$ cat src/rtl/sram_block_controller.sv
// Clocked 68000-to-SRAM block controller: latches a CPU cycle, decodes a one-hot
// block select, times the SRAM strobes with a fixed wait-state count and returns Dtack_L.
module sram_block_controller #(
  parameter int ADDR_WIDTH  = 17,
  parameter int NUM_BLOCKS  = 4,
  parameter int WAIT_STATES = 1,
  parameter int DATA_WIDTH  = 16
) (
  input  logic                                     Clk,
  input  logic                                     Reset_H,
  input  logic [ADDR_WIDTH-1:0]                    Address,
  input  logic                                     SRamSelect_H,
  input  logic                                     AS_L,
  input  logic                                     UDS_L,
  input  logic                                     LDS_L,
  input  logic                                     RW,
  input  logic [DATA_WIDTH-1:0]                    DataIn,
  output logic [DATA_WIDTH-1:0]                    DataOut,
  output logic                                     Dtack_L,
  output logic [NUM_BLOCKS-1:0]                    Block_H,
  output logic [ADDR_WIDTH-$clog2(NUM_BLOCKS)-1:0] SRamAddress,
  output logic                                     SRamCE_L,
  output logic                                     SRamOE_L,
  output logic                                     SRamWE_L,
  output logic [1:0]                               SRamByteEn_L,
  input  logic [DATA_WIDTH-1:0]                    SRamDataIn,
  output logic [DATA_WIDTH-1:0]                    SRamDataOut,
  output logic                                     SRamDataOutEn_H
);

  localparam int IDX_W = $clog2(NUM_BLOCKS);
  localparam int SA_W  = ADDR_WIDTH - IDX_W;

  typedef enum logic [1:0] {IDLE, ACCESS, ACK} state_t;

  state_t                state_q, state_d;
  logic [3:0]            cnt_q, cnt_d;
  logic [IDX_W-1:0]      idx_q, idx_d;
  logic [SA_W-1:0]       addr_q, addr_d;
  logic                  rw_q, rw_d;
  logic [1:0]            be_q, be_d;
  logic [DATA_WIDTH-1:0] wdata_q, wdata_d;
  logic [DATA_WIDTH-1:0] rdata_q, rdata_d;
  logic                  req;
  logic                  active;
  logic [NUM_BLOCKS-1:0] onehot;

  assign req = SRamSelect_H & ~AS_L & (~UDS_L | ~LDS_L);

  always_ff @(posedge Clk or posedge Reset_H) begin
    if (Reset_H) begin
      state_q <= IDLE;
      cnt_q   <= '0;
      idx_q   <= '0;
      addr_q  <= '0;
      rw_q    <= 1'b1;
      be_q    <= '1;
      wdata_q <= '0;
      rdata_q <= '0;
    end else begin
      state_q <= state_d;
      cnt_q   <= cnt_d;
      idx_q   <= idx_d;
      addr_q  <= addr_d;
      rw_q    <= rw_d;
      be_q    <= be_d;
      wdata_q <= wdata_d;
      rdata_q <= rdata_d;
    end
  end

  always_comb begin
    state_d = state_q;
    cnt_d   = cnt_q;
    idx_d   = idx_q;
    addr_d  = addr_q;
    rw_d    = rw_q;
    be_d    = be_q;
    wdata_d = wdata_q;
    rdata_d = rdata_q;
    case (state_q)
      IDLE: begin
        if (req) begin
          state_d = ACCESS;
          cnt_d   = 4'(WAIT_STATES);
          idx_d   = Address[ADDR_WIDTH-1 -: IDX_W];
          addr_d  = Address[SA_W-1:0];
          rw_d    = RW;
          be_d    = {UDS_L, LDS_L};
          wdata_d = DataIn;
        end
      end
      ACCESS: begin
        // A withdrawn address strobe wins over a completing count: abort without ack.
        if (AS_L) begin
          state_d = IDLE;
        end else if (cnt_q == 4'd0) begin
          state_d = ACK;
          if (rw_q) rdata_d = SRamDataIn;
        end else begin
          cnt_d = cnt_q - 4'd1;
        end
      end
      ACK: begin
        if (AS_L) state_d = IDLE;
      end
      default: state_d = IDLE;
    endcase
  end

  always_comb begin
    onehot        = '0;
    onehot[idx_q] = 1'b1;
  end

  assign active          = (state_q != IDLE);
  assign Block_H         = active ? onehot : '0;
  assign SRamCE_L        = ~active;
  assign SRamOE_L        = ~((state_q == ACCESS) & rw_q);
  assign SRamWE_L        = ~((state_q == ACCESS) & ~rw_q);
  assign SRamDataOutEn_H = active & ~rw_q;
  assign SRamByteEn_L    = active ? be_q : 2'b11;
  assign Dtack_L         = (state_q != ACK);
  assign SRamAddress     = addr_q;
  assign SRamDataOut     = wdata_q;
  assign DataOut         = rdata_q;

endmodule

$ cat config.mk
export PLATFORM = sky130hd
export DESIGN_NAME = sram_block_controller
export DESIGN_NICKNAME = d
export VERILOG_FILES = /design/src/rtl/sram_block_controller.sv
export SDC_FILE = /design/constraint.sdc
export NUM_CORES = 1
export LEC_CHECK = 0
export ABC_AREA = 0
export CORE_MARGIN = 2
export CORE_UTILIZATION = 37
export CTS_CLUSTER_SIZE = 10
export DETAILED_ROUTE_END_ITERATION = 8
export GPL_TIMING_DRIVEN = 0
export PLACE_DENSITY_LB_ADDON = 0.08
export SETUP_SLACK_MARGIN = 0.2
export SLEW_MARGIN = 20
export SYNTH_ARGS = -nofsm -noshare
export SYNTH_HDL_FRONTEND = slang
export SYNTH_SLANG_ARGS = --single-unit
$ cat constraint.sdc
create_clock -name Clk -period 2 [get_ports Clk]
set_clock_uncertainty 0.2 [all_clocks]
set_input_delay 0.3 -clock Clk [delete_from_list [all_inputs] [get_ports Clk]]
set_output_delay 0.3 -clock Clk [all_outputs]
set_load 0.02 [all_outputs]
==> key figures <==
Run status
  – Outcome: finished clean

STA
  – Rel. slew slack: between 60% and 70%
  – Fmax: 519 MHz
  – Min Tclk post-route: 1.93 ns
  – Slew Limit Fails: 0
  – Final hold violations: 0
  – # setup viols final: 0
  – Crit share post-route: 96.3%
  – Setup slack after layout: ~0.075 ns
  – RSZ-0062 raised after global routing: yes
  – Final TNS setup: 0 ns
  – Worst Max-Slew Pin Slew: just under 0.6 ns

Cells and area
  – Leading cell type in the layout, fill and taps excluded: clkdlybuf4s50_1
  – Area Overhead vs Synth: 70.4%
  – Antenna cells: 0
  – Share of cells above drive strength 1: 41.9%
  – Most frequent cells in the layout: clkdlybuf4s50_1 (60), dfrtp_1 (53), mux2_4 (31)
  – NumNets Final: 362
  – Non-filler instance count after layout: 388
  – Final Util: between 60 and 70%

Critical path
  – Cell count along the critical path: 6
  – Max stage delay cell, worst path: dfrtp_2
  – Worst path cell trace: buf_6 > buf_6 > nor3b_4 > nand3_4 > buf_8 > mux2_2
  – Worst Path Arrival: between 1.5 and 2 ns
  – CP bufs+invs: 3
  – Critical Path RT: approximately 2 ns
  – CP Max Fanout: 6
  – Crit. End Element: flop
  – Worst Setup Start Kind: flop
  – Setup CP Type: reg -> reg
  – Family with the most delay on the worst path: simple AND/OR/NAND/NOR gates
  – FF-to-FF path depth: 6
  – Crit path top cell by count: buf_6
  – CP peak stage delay: roughly 0.45 ns

Logic synthesis
  – Synth warn: 0
  – Syn nets: around 210
  – Post-Syn Instances: ~160
  – FF+latch count, synth: between 50 and 60
  – Synthesized area: ~2500 sq um
  – Synth async-reset ratio: 100%
  – Count of different cell masters after synthesis: 28
  – Synth Flop Type: dfrtp_1
  – Synth Area per Inst: about 16 sq um
  – Post-synthesis sequential area ratio: between 50% and 60%
  – Number of flops mapped to enable cells by yosys: 0

Drt
  – WL/cell: between 10 and 15 um
  – Total number of vias: ~1,800
  – Vias per inst: ~4.7
  – DR DRC count: 0
  – DRT Pass-1 Iters: 4
  – Post-route antenna net violation count: 0
  – Final wirelength: approximately 5800 um
  – Initial DRC count: 45

Power and ir drop
  – Peak VDD IR: about 0.59 mV
  – Pwr dens: between 1000 and 1500 nW/um^2
  – Leak: approximately 2.3 nW

Floorplanning
  – Core ar.: between 6000 and 7000 sq um
  – I/O pin total: 114
  – Die Area: 7470 sq um
  – FP Rows: 30
  – Initial Util: a little under two fifths
  – Chip width: roughly 86 um
  – Die Span Y: 86.4 um

Global route
  – Vias in the first global route: 1,874
  – Largest net degree at the start of global routing: 34
  – Initial antenna violation count: 0
  – First-pass GRT wire length: between 9000 and 10,000 um
  – Total GRT Usage: between 15 and 20%
  – Grt total ovfl: 0

Clock network
  – Reg clk slew, reported paths: roughly 0.06 ns
  – Inserted Clock Buffers: 9
  – Clock tree buffer depth: 2
  – Clock Tree Root: clkbuf_8
  – Number of H-tree levels: 3
  – Clk_lat worst skew: 0.32 ns
  – TritonCTS clock tree: built
  – Clk sinks: a little under 60

Place
  – Placer Congestion: around 0.76
  – DP Cell Count: around 350
  – DP Wirelength: between 3000 and 4000 um
  – I/O Buffers: between 100 and 150
  – Pre-CTS setup slack: -0.309 ns

Job
  – Max-capacitance violation count: 0

Min path
  – Hold Crit Class: in -> async
==> state kept, by name (all words and copies together), names as in the netlist <==
signal and flops:
SRamAddress 15, SRamDataOut 16, be_q 2, rw_q 1, cnt_q 4, idx_q 2
state_q 2, DataOut 16
==> synthesized netlist by cell type, types with 2 or more instances <==
master     n  area (sq um)
dfrtp_1   55          1380
mux2_4    30           450
mux2_2    22           248
buf_6      4          45.0
a21oi_1    3          15.0
and3_1     3          18.8
dfstp_2    3          78.8
inv_1      3          11.3
nand2_1    3          11.3
nor2_1     3          11.3
nor3_1     3          15.0
a211o_1    2          17.5
ha_1       2          25.0
nand2b_1   2          12.5
nor3b_1    2          15.0
nor3b_4    2          37.5
or2_2      2          12.5
==> layer usage <==
layer / wire length [um] / up-vias / global-route usage (%)
li1: - / 851 / -
met4: 68 / 0 / 7.39
met5: 0 / - / 0
met1: 2380 / 879 / 20.6
met3: 498 / 6 / 5.33
met2: 2840 / 82 / 23.8
==> final cells by class <==
class	count	area, sq um
plain buffers	4	75.1
clock buffers	12	155
clock inverters	3	15.0
fillers	534	2390
inverters	3	15.0
multi-input cells	90	1060
flip-flops and latches	58	1460
well taps	80	100
repair buffers	138	1410
==> where the power goes <==
part	internal [mW]	leakage (nW)	switching, mW
Clock	0.504	0.0920	0.431
Combinational	1.40	1.51	1.08
Sequential	1.63	0.705	0.275
==> final timing paths <==
check,start,to,slack [ns]
max,state_q[1],DataOut[4],0.07
min,Reset_H,SRamDataOut[12],0.18
max reg2reg,state_q[1],DataOut[4],0.07
min reg2reg,DataOut[10],DataOut[10],0.30
max in group asynchronous,Reset_H,rw_q,0.78
min in group Clk,DataOut[10],DataOut[10],0.30
==> what timing repair did <==
action	4_1_cts	5_1_grt
gates resized for setup	81	50
buffers inserted	18	5
hold buffers	0	0
pin swaps	3	6
setup endpoints to repair	72	92
gates cloned	1	0
==> cell families (layout without fill, tap and decap cells) <==
logic type | count (synthesis) | in the layout | share of synthesized area [%]
muxes | 52 | 52 | 27.8
buffers and inverters | 7 | 160 | 2.24
AOI/OAI and AO/OA | 8 | 8 | 2.29
and+or+nand+nor | 28 | 28 | 8.86
DFF | 58 | 58 | 57.9
adders and majority gates | 2 | 2 | 0.995
==> through the flow <==
step	hold slack (ns)	cell area [sq um]	total power, mW
finish	0.182	4290	5.32
CTS	0.204	4120	5.30
floorplan	0.163	2520	3.19
global route	0.252	4290	5.61
global placement	0.286	3750	4.24
detailed placement	0.291	3770	4.27
Note: power is estimated with default switching activity, not from simulation.
